**src/rtl/fp16_pkg.sv**
```systemverilog
// rtl/fp16_pkg.sv - binary16 field widths, bias, special constants and converter FSM states
package fp16_pkg;

  localparam int          FP16_EXP_W    = 5;
  localparam int          FP16_MAN_W    = 10;
  localparam int          FP16_BIAS     = 15;
  localparam logic [15:0] FP16_POS_ZERO = 16'h0000;

  // Starting exponent for an un-normalised 16-bit magnitude (MSB at bit 15)
  localparam logic [FP16_EXP_W-1:0] EXP_CNT_INIT = 5'd15;

  typedef enum logic [1:0] {
    ST_IDLE = 2'd0,
    ST_NORM = 2'd1,
    ST_PACK = 2'd2,
    ST_DONE = 2'd3
  } conv_state_e;

endpackage

```
**src/rtl/fp16_round_pack.sv**
```systemverilog
// rtl/fp16_round_pack.sv - combinational round-and-pack of a normalised magnitude into binary16
// ROUND_NEAREST_EN selects round-to-nearest-even; otherwise the mantissa is truncated toward zero.
module fp16_round_pack
  import fp16_pkg::*;
(
  input  logic                  sign_i,
  input  logic [FP16_EXP_W-1:0] exp_cnt_i,
  input  logic [15:0]           mag_i,
  output logic [15:0]           r_o,
  output logic                  inexact_o
);

  logic [FP16_MAN_W-1:0] man;
  logic                  guard;
  logic                  sticky;
  logic [FP16_EXP_W-1:0] exp_biased;
  logic [FP16_MAN_W-1:0] man_out;
  logic [FP16_EXP_W-1:0] exp_out;
`ifdef ROUND_NEAREST_EN
  logic                  round_up;
  logic [FP16_MAN_W:0]   man_sum;
`endif

  always_comb begin
    man        = mag_i[14 -: FP16_MAN_W];
    guard      = mag_i[4];
    sticky     = |mag_i[3:0];
    exp_biased = exp_cnt_i + FP16_EXP_W'(FP16_BIAS);
    inexact_o  = guard | sticky;
`ifdef ROUND_NEAREST_EN
    round_up = guard & (sticky | man[0]);
    man_sum  = {1'b0, man} + {{FP16_MAN_W{1'b0}}, round_up};
    // Carry out of the mantissa means the value reached the next power of two
    if (man_sum[FP16_MAN_W]) begin
      man_out = '0;
      exp_out = exp_biased + 1'b1;
    end else begin
      man_out = man_sum[FP16_MAN_W-1:0];
      exp_out = exp_biased;
    end
`else
    man_out = man;
    exp_out = exp_biased;
`endif
    if (mag_i == 16'd0) begin
      r_o = FP16_POS_ZERO;
    end else begin
      r_o = {sign_i, exp_out, man_out};
    end
  end

endmodule

```
**src/rtl/int_to_fp_converter.sv**
```systemverilog
// rtl/int_to_fp_converter.sv - iterative signed int16 to binary16 converter, one normalise shift per cycle
// ROUND_NEAREST_EN (in fp16_round_pack) selects round-to-nearest-even instead of truncation.
module int_to_fp_converter
  import fp16_pkg::*;
(
  input  logic        clk,
  input  logic        reset,
  input  logic        in_valid,
  output logic        in_ready,
  input  logic [15:0] x,
  output logic        out_valid,
  input  logic        out_ready,
  output logic [15:0] r,
  output logic        negative,
  output logic        zero,
  output logic        inexact,
  output logic        busy
);

  conv_state_e           state_q, state_d;
  logic                  sign_q, sign_d;
  logic [15:0]           mag_q, mag_d;
  logic [FP16_EXP_W-1:0] exp_cnt_q, exp_cnt_d;
  logic [15:0]           r_q, r_d;
  logic                  negative_q, negative_d;
  logic                  zero_q, zero_d;
  logic                  inexact_q, inexact_d;

  logic [15:0]           pack_r;
  logic                  pack_inexact;

  fp16_round_pack u_round_pack (
    .sign_i    (sign_q),
    .exp_cnt_i (exp_cnt_q),
    .mag_i     (mag_q),
    .r_o       (pack_r),
    .inexact_o (pack_inexact)
  );

  always_ff @(posedge clk) begin
    if (reset) begin
      state_q    <= ST_IDLE;
      sign_q     <= 1'b0;
      mag_q      <= '0;
      exp_cnt_q  <= '0;
      r_q        <= '0;
      negative_q <= 1'b0;
      zero_q     <= 1'b0;
      inexact_q  <= 1'b0;
    end else begin
      state_q    <= state_d;
      sign_q     <= sign_d;
      mag_q      <= mag_d;
      exp_cnt_q  <= exp_cnt_d;
      r_q        <= r_d;
      negative_q <= negative_d;
      zero_q     <= zero_d;
      inexact_q  <= inexact_d;
    end
  end

  always_comb begin
    state_d = state_q;
    unique case (state_q)
      ST_IDLE: if (in_valid) state_d = (x == 16'd0) ? ST_PACK : ST_NORM;
      ST_NORM: if (mag_q[15]) state_d = ST_PACK;
      ST_PACK: state_d = ST_DONE;
      ST_DONE: if (out_ready) state_d = ST_IDLE;
      default: state_d = ST_IDLE;
    endcase
  end

  always_comb begin
    sign_d     = sign_q;
    mag_d      = mag_q;
    exp_cnt_d  = exp_cnt_q;
    r_d        = r_q;
    negative_d = negative_q;
    zero_d     = zero_q;
    inexact_d  = inexact_q;
    unique case (state_q)
      ST_IDLE: begin
        if (in_valid) begin
          sign_d    = x[15];
          // 16-bit wrap makes -32768 come out as 16'h8000, which is the right magnitude
          mag_d     = x[15] ? (16'd0 - x) : x;
          exp_cnt_d = EXP_CNT_INIT;
        end
      end
      ST_NORM: begin
        if (!mag_q[15]) begin
          mag_d     = {mag_q[14:0], 1'b0};
          exp_cnt_d = exp_cnt_q - 1'b1;
        end
      end
      ST_PACK: begin
        r_d        = pack_r;
        negative_d = pack_r[15];
        zero_d     = (mag_q == 16'd0);
        inexact_d  = pack_inexact;
      end
      default: ;
    endcase
  end

  always_comb begin
    in_ready  = (state_q == ST_IDLE) && !reset;
    out_valid = (state_q == ST_DONE);
    busy      = (state_q != ST_IDLE);
    r         = r_q;
    negative  = negative_q;
    zero      = zero_q;
    inexact   = inexact_q;
  end

endmodule
```
**config.mk**
```make
export PLATFORM = sky130hd
export DESIGN_NAME = int_to_fp_converter
export DESIGN_NICKNAME = d
export VERILOG_FILES = /design/src/rtl/fp16_pkg.sv /design/src/rtl/fp16_round_pack.sv /design/src/rtl/int_to_fp_converter.sv
export SDC_FILE = /design/constraint.sdc
export NUM_CORES = 1
export LEC_CHECK = 0
export CORE_UTILIZATION = 55
export DETAILED_ROUTE_END_ITERATION = 12
export PLACE_DENSITY_LB_ADDON = 0.3
export SYNTH_ARGS = -nofsm -noshare
export SYNTH_HDL_FRONTEND = slang
export SYNTH_SLANG_ARGS = --single-unit
```
**constraint.sdc**
```tcl
create_clock -name clk -period 3.1 [get_ports clk]
set_clock_uncertainty 0.2 [all_clocks]
set_input_delay 0.775 -clock clk [delete_from_list [all_inputs] [get_ports clk]]
set_output_delay 0.775 -clock clk [all_outputs]
set_load 0.05 [all_outputs]
```
==> out/summary.txt, run 1 <==
Skew-Pair Late Insertion Delay: 300 ps
Final HPWL DP: 4220 um
global-route wire length before repair: 9340 um
vias per cell: 5.92
Commonest cells post-synth: 42 x dfxtp_1, 36 x nor2_1, 15 x inv_1
final wirelength: 5510 um
cell area after synthesis: 2320 um2
crit path kind: reg -> out
cts hold-fix bufs: 0
vias: 2143
sequential share of the synthesized area: 36.2%
Top delay family on crit path: buffers and inverters
final slew viol count: 0
# diodes: 0
max-cap violations: 0
met1 usage: 34.9%
vias in the first global route: 2009
layout cell share with drive strength beyond 1: 8.65%
Worst Hold Launch: r[14]
DIE HEIGHT: 66.9 um
Req. time, crit path: 2120 ps
WL per Instance: 15.2 um
Max FO, Critical Path: 8
most common cell in the netlist: dfxtp_1
row count: 23
initial antenna violation count: 0
Post-synth ARST share: 0%
die width: 66.9 um
CP max-delay cell: clkdlybuf4s50_1
Yosys reg bits: 42
# IOs: 42
Synth area leaders: dfxtp_1 36%, nor2_1 5.8%, a22o_1 4.9%
Final Critical Period: 2970 ps
gate count after technology mapping: 271
CTS sink cnt: 42
CTS tree: done
post-CTS resize count: 0
Tcrit/Tclk final: 95.8%
Post-DRT Antenna Nets: 0
RD Place Congestion: 0.950
slowest stage delay, CP: 810 ps
crit path launch type: register
Reg2Reg Launch Point: state_q[1]
peak supply drop: 0.000604 V
most used routing layer: met2
CP Capture Type: output pin
number of port buffers: 41
largest net degree at the start of global routing: 28
Mean Syn Cell Area: 8.56 um2
Area Overhead vs Synth: 24.6%
number of flops mapped to enable cells by yosys: 0
area share of the largest cell type after synthesis: 36.2%
syn_nets: 298
Hold Crit Class: reg -> reg
Final nets: 338
Total GRT Usage: 27.8%
First DRT Iteration DRCs: 148
global route overflow: 0
Hold Slack: 274 ps
Synth Flop Type: dfxtp_1
H-tree Lvls: 2
# DRC: 0
Sum Neg Setup Slack: 0 ps
clock slew at reported path FFs: 80 ps
Pleak: 1.08 nW
placed instance area: 2800 um2
Root Buffer: clkbuf_8
die area: 4480 um2
YS warnings: 0
cell area after layout: 2890 um2
Initial Utilization: 57.6%
CP bufs+invs: 3
post-layout util: 71.7%
CP arrival: 2000 ps
worst slew pin tran: 762 ps
TritonCTS Buffers: 5
outcome: completed
final hold viol count: 0
maximum clock path buffer count: 2
GR Util met2: 46.3%
flop-to-flop setup slack: 680 ps
crit path launch: state_q[0]
post-CTS setup buffer count: 0
slew margin rel.: 49.0%
post-synthesis cell type count: 50
final setup fails: 0
fmax: 0.337 GHz
GR Util met3: 4.97%
Placeable Area: 4030 um2
most used cell along the critical path: inv_1
CP Cell Sequence: inv_1, ha_1, inv_1, clkdlybuf4s50_1
area leader, netlist: dfxtp_1
unrepaired setup endpoints after global routing: no
DR pass1 iterations: 4
PwrDens: 940 nW/um2
==> where the power goes <==
group	internal, W	leakage (nW)	switching [W]	total (W)
sequential	0.000726	0.345	0.000178	0.000903
clock	0.000159	0.0452	0.000188	0.000346
combinational	0.000581	0.689	0.000885	0.00147
==> registers in the layout, summed over array words and instances (netlist names) <==
register / count
zero: 1
state_q: 2
r: 16
exp_cnt_q: 5
sign_q: 1
inexact: 1
mag_q: 16
==> per-layer routing <==
metal / routed length (um) / vias up
met5: 0 / -
li1: - / 1074
met4: 87 / 0
met3: 354 / 10
met2: 2640 / 65
met1: 2430 / 994
==> per-stage QoR <==
| step | instances | power (W) | setup WS, ps |
|---|---|---|---|
| 2_1_floorplan | 271 | 0.00192 | 295 |
| 3_3_place_gp | 354 | 0.00233 | 135 |
| 3_5_place_dp | 354 | 0.00237 | 64.6 |
| 4_1_cts | 362 | 0.00272 | 122 |
| 5_1_grt | 362 | 0.00292 | 16.4 |
| 6_report | 362 | 0.00272 | 129 |
==> area by class of cell <==
type / count / area (um2)
Sequential cell: 42 / 841
Timing Repair Buffer: 52 / 503
Multi-Input combinational cell: 195 / 1340
Tap cell: 50 / 62.6
Clock buffer: 6 / 72.6
Clock inverter: 2 / 13.8
Fill cell: 337 / 1140
Inverter: 15 / 56.3
==> final timing paths <==
| kind | endpoint | cells after the start |
|---|---|---|
| worst max-delay path | busy | 4 |
| worst min-delay path | r[14] | 1 |
| worst max register to register | mag_q[5] | 7 |
| worst min register to register | r[14] | 1 |
==> kinds of logic after synthesis <==
family,count (synthesis),synth area share [%]
DFF,42,36.2
and+or+nand+nor,99,23.8
adders and majority gates,7,3.78
AOI/OAI and AO/OA,71,22.7
buffers and inverters,34,6.15
xor gates and xnor gates,7,2.64
muxes,11,4.75
==> placed cells by master, fill, tap and decap left out, types with 7 or more instances in the layout <==
cell type / n
o21ai_0: 9
mux2i_1: 11
nor2b_1: 8
dfxtp_1: 42
ha_1: 7
nand2_1: 11
nand2b_1: 8
a21oi_1: 13
a311oi_1: 7
a22o_1: 13
inv_1: 15
buf_4: 11
clkdlybuf4s50_1: 40
nor2_1: 36
Power figures use the tool's default switching activity.
==> run 2: changes to the inputs <==
SETUP_SLACK_MARGIN = 0.1   (was default)
==> run 2 against run 1 <==
  * Critical path depth decreased by 1
  * Die area unchanged
  * Maximum frequency increased by 8.6%
  * Cell count unchanged
  * Core utilization increased by 0.062 points
  * Global-route usage unchanged
  * Clock power about the same
  * Sequential share of layout area about the same
  * Combinational power about the same
  * Largest power group unchanged
  * First-iteration DRC count unchanged
==> out/summary.txt, run 2 (synthesis gave the netlist of run 1 again) <==
slew margin rel.: 49.0% (about the same)
Sum Neg Setup Slack: 0 ps (unchanged)
vias: 2146 (+0.14%)
Worst R2R End: mag_q[5]
worst slew pin tran: 762 ps (+0.0139 ps)
Placeable Area: 4030 um2 (unchanged)
Post-DRT Antenna Nets: 0 (unchanged)
H-tree Lvls: 2 (unchanged)
total power: 0.00271 W (about the same)
Final Critical Period: 2740 ps (-234 ps)
TritonCTS Buffers: 5 (unchanged)
row count: 23 (unchanged)
CTS sink cnt: 42 (unchanged)
CP Capture Type: output pin
PwrDens: 938 nW/um2 (-0.12%)
max-cap violations: 0 (unchanged)
largest net degree at the start of global routing: 28 (unchanged)
vias per cell: 5.93 (+0.14%)
maximum clock path buffer count: 2 (unchanged)
CTS tree: done
post-CTS setup buffer count: 0 (unchanged)
peak supply drop: 0.000604 V (about the same)
First DRT Iteration DRCs: 148 (unchanged)
fmax: 0.365 GHz (+8.6%)
Total GRT Usage: 27.8% (unchanged)
layout cell share with drive strength beyond 1: 8.65% (unchanged)
cts hold-fix bufs: 0 (unchanged)
Tcrit/Tclk final: 88.3% (-7.6 points)
Hold Slack: 274 ps (+0.00200 ps)
# IOs: 42 (unchanged)
final hold viol count: 0 (unchanged)
DR pass1 iterations: 4 (unchanged)
Worst Hold Launch: r[14]
Skew-Pair Late Insertion Delay: 300 ps (about the same)
DIE HEIGHT: 66.9 um (unchanged)
Final HPWL DP: 4220 um (unchanged)
global-route wire length before repair: 9340 um (unchanged)
Hold Crit Class: reg -> reg
reg2reg path depth: 7 (unchanged)
outcome: completed
cell area after layout: 2890 um2 (about the same)
RD Place Congestion: 0.950 (unchanged)
# DRC: 0 (unchanged)
WL per Instance: 15.2 um (+0.11%)
initial antenna violation count: 0 (unchanged)
# diodes: 0 (unchanged)
Final nets: 338 (unchanged)
unrepaired setup endpoints after global routing: no
worst setup margin: 363 ps (+234 ps)
final slew viol count: 0 (unchanged)
crit path kind: in -> out
clock slew at reported path FFs: 80 ps (about the same)
vias in the first global route: 2009 (unchanged)
final setup fails: 0 (unchanged)
die area: 4480 um2 (unchanged)
number of port buffers: 41 (unchanged)
hold endpoint: r[14]
die width: 66.9 um (unchanged)
final wirelength: 5520 um (+0.11%)
most frequent cells in the layout: 42 x dfxtp_1, 39 x clkdlybuf4s50_1, 36 x nor2_1, 15 x inv_1
placed instance area: 2800 um2 (unchanged)
commonest non-fill, non-tap cell in the layout: dfxtp_1
crit path launch type: input port
Max FO, Critical Path: 7 (-1)
Req. time, crit path: 2120 ps (about the same)
global route overflow: 0 (unchanged)
Root Buffer: clkbuf_8
worst hold stages: 1 (unchanged)
Pleak: 1.09 nW (+1.1%)
Initial Utilization: 57.6% (unchanged)
setup slack at placement: 64.6 ps (unchanged)
post-CTS resize count: 0 (unchanged)
Reg2Reg Launch Point: state_q[1]
CP arrival: 1760 ps (-240 ps)
Area Overhead vs Synth: 24.7% (about the same)
flop-to-flop setup slack: 670 ps (about the same)
==> run 2: changes by cell type in the layout (fill, tap and decap cells not counted) <==
cell / delta
dlymetal6s2s_1: +1
clkdlybuf4s50_1: -1
==> run 2: worst max path at each step <==
| stage | startpoint | end | slack [ps] | cells past startpoint |
|---|---|---|---|---|
| detailed placement | x[0] | mag_q[9] | 60 | 5 |
| CTS | state_q[0] | busy | 120 | 4 |
| global placement | x[0] | mag_q[6] | 140 | 7 |
| floorplan | reset | in_ready | 290 | 3 |
| global route | x[0] | mag_q[9] | 160 | 5 |
| finish | reset | in_ready | 360 | 3 |
==> run 2: final cells by class <==
class	instances	area (um2)
clock buffer	6	72.6
clock inverter	2	13.8
fill	337	1140
inverter	15	56.3
multi-input combinational	195	1340
sequential	42	841
tap	50	62.6
timing repair buffer	52	505
==> run 2: per-layer routing <==
| metal | vias up | routed length (um) | global-route usage [%] |
|---|---|---|---|
| met5 | - | 0 | 0 |
| met4 | 0 | 87 | 10.9 |
| met2 | 63 | 2660 | 46.3 |
| met1 | 999 | 2430 | 34.9 |
| met3 | 10 | 342 | 4.97 |
| li1 | 1074 | - | - |
==> run 2: where the power goes <==
part           internal [W]  leakage [nW]  switching (W)
clock network      0.000159        0.0452       0.000188
logic              0.000580         0.701       0.000884
registers          0.000726         0.345       0.000178
total               0.00147          1.09        0.00125
==> run 2: stage by stage <==
stage,std cells,util [%]
2_1_floorplan,271,-
5_1_grt,362,71.8
3_5_place_dp,354,69.6
4_1_cts,362,71.7
6_report,362,71.8
3_3_place_gp,354,69.6
==> run 2: worst max-delay path, cell delays in order <==
cell	delay [ps]
clkdlybuf4s50_1	560
nor2_1	250
buf_12	170
==> run 3: changes to the inputs <==
CELL_PAD_IN_SITES_DETAIL_PLACEMENT = 1   (was default)
CELL_PAD_IN_SITES_GLOBAL_PLACEMENT = 1   (was default)
CORE_UTILIZATION = 42   (was 55)
==> run 3 against run 2 <==
  * Combinational power increased by 5%
  * Cell count grew 6.1%
  * Critical endpoint is now busy
  * Sequential share of layout area decreased by 0.40 points
  * Routed wire length rose by 25%
  * Global-route usage shrank 2.3 points
==> out/summary.txt, run 3 (synthesis gave the netlist of run 1 again) <==
placed instance area: 2840 um2 (+1.4%)
vias in the first global route: 2310 (+15%)
Worst Hold Launch: mag_q[2]
initial antenna violation count: 0 (unchanged)
unrepaired setup endpoints after global routing: no
Skew-Pair Late Insertion Delay: 310 ps (about the same)
max-cap violations: 0 (unchanged)
CP Cell Sequence: inv_1, ha_1, inv_1, dlygate4sd2_1
Max FO, Critical Path: 8 (+1)
row count: 26 (+13%)
post-layout util: 56.3% (-15 points)
vias: 2206 (+2.8%)
CP Capture Type: output pin
reg2reg path depth: 7 (unchanged)
TritonCTS Buffers: 5 (unchanged)
Post-DRT Antenna Nets: 0 (unchanged)
clock slew at reported path FFs: 80 ps (about the same)
Filler cells: 624 (+85%)
Final HPWL DP: 5250 um (+24%)
cts hold-fix bufs: 0 (unchanged)
layout cell share with drive strength beyond 1: 9.55% (+0.90 points)
most frequent cells in the layout: 42 x dfxtp_1, 39 x clkdlybuf4s50_1, 36 x nor2_1, 15 x inv_1
Top delay family on crit path: buffers and inverters
global-route wire length before repair: 11700 um (+25%)
commonest non-fill, non-tap cell in the layout: dfxtp_1
crit path kind: reg -> out
die width: 76.3 um (+14%)
peak supply drop: 0.000707 V (+17%)
sequential group share of total power: 32.6% (-0.7 points)
CTS sink cnt: 42 (unchanged)
cell area after layout: 2930 um2 (+1.4%)
Area Overhead vs Synth: 26.4%
Initial Utilization: 44.6% (-13 points)
DIE HEIGHT: 76.3 um (+14%)
crit path launch type: register
Sum Neg Setup Slack: 0 ps (unchanged)
final setup fails: 0 (unchanged)
Final Critical Period: 2800 ps (+66.9 ps)
Placeable Area: 5200 um2 (+29%)
die area: 5820 um2 (+30%)
cell total after placement: 376 (+6.2%)
maximum clock path buffer count: 2 (unchanged)
vias per cell: 5.74 (-3.1%)
final slew viol count: 0 (unchanged)
slew margin rel.: 40.6% (-8.4 points)
hold endpoint: mag_q[2]
Pint: 0.00147 W (+0.16%)
most used cell along the critical path: inv_1
First DRT Iteration DRCs: 141 (-4.7%)
CTS tree: done
# DRC: 0 (unchanged)
flop-to-flop setup slack: 780 ps (+110 ps)
Sw Share: 47.7% (+1.7 points)
CP bufs+invs: 3 (+1)
Pleak: 1.09 nW (about the same)
DR pass1 iterations: 4 (unchanged)
Root Buffer: clkbuf_8
Reg2Reg Launch Point: state_q[0]
largest net degree at the start of global routing: 28 (unchanged)
Psw: 0.00134 W (+7.2%)
number of port buffers: 41 (unchanged)
Hold Crit Class: reg -> reg
Final nets: 340 (+0.59%)
H-tree Lvls: 2 (unchanged)
RD Place Congestion: 0.852 (-10%)
Req. time, crit path: 2120 ps (about the same)
CP max-delay cell: dlygate4sd2_1
outcome: completed
# diodes: 0 (unchanged)
worst hold stages: 2 (+1)
CP Depth: 4 (+1)
# IOs: 42 (unchanged)
fmax: 0.357 GHz (-2.4%)
Worst R2R End: mag_q[9]
CP arrival: 1830 ps (+70 ps)
global route overflow: 0 (unchanged)
Logic pwr share: 54.5% (+0.6 points)
Tcrit/Tclk final: 90.4% (+2.2 points)
slowest stage delay, CP: 550 ps (about the same)
worst slew pin tran: 887 ps (+125 ps)
post-CTS setup buffer count: 0 (unchanged)
WL per Instance: 18.0 um (+18%)
PwrDens: 957 nW/um2 (+2.0%)
non-filler cells, final: 384 (+6.1%)
post-CTS resize count: 1 (+1)
final hold viol count: 0 (unchanged)
final wirelength: 6910 um (+25%)
clock share of power: 12.9% (about the same)
Total GRT Usage: 25.5% (-2.3 points)
run 3: worst register-to-register path: cells and delay by family (launching register included):
family | cells | cell delay [ps]
simple gates | 3 | 580
flops | 1 | 400
compound gates | 1 | 360
buf+inv | 2 | 350
fa+ha+maj | 1 | 310
run 3: how the worst max path moves through the flow:
stage | from | endpoint | slack (ps)
finish | state_q[0] | busy | 300
global route | state_q[0] | busy | 200
CTS | state_q[0] | busy | 290
detailed placement | x[0] | mag_q[9] | 20
global placement | x[0] | mag_q[9] | 140
floorplan | reset | in_ready | 290
run 3: per-stage QoR:
| step | total power [W] | setup slack [ps] | hold slack (ps) |
|---|---|---|---|
| after global placement | 0.00238 | 136 | 250 |
| after floorplan | 0.00192 | 295 | 237 |
| after CTS | 0.00281 | 290 | 284 |
| after global routing | 0.00301 | 201 | 302 |
| final | 0.00281 | 296 | 281 |
| after detailed placement | 0.00245 | 17.3 | 261 |
run 3: power groups by stage:
stage | Combinational, W | Sequential [W] | Clock (W)
2_1_floorplan | 0.000907 | 0.00101 | 0
5_1_grt | 0.00167 | 0.000942 | 0.000398
3_3_place_gp | 0.00147 | 0.000911 | 0
4_1_cts | 0.00153 | 0.000913 | 0.000367
6_report | 0.00153 | 0.000915 | 0.000362
3_5_place_dp | 0.00152 | 0.000922 | 0
run 3: cell type report:
cell class | instances | area [um2] | share of cell area, %
inverter | 15 | 56.3 | 1.92
multi-input combinational | 195 | 1340 | 45.7
sequential | 42 | 841 | 28.7
clock buffer | 5 | 68.8 | 2.35
clock inverter | 3 | 21.3 | 0.725
timing repair buffer | 54 | 517 | 17.6
tap | 70 | 87.6 | 2.99
run 3: routing by layer:
layer / GRT usage [%] / wire (um)
met5: 0 / 0
met4: 10.4 / 110
met3: 4.91 / 250
met2: 43.0 / 3460
met1: 31.6 / 3090
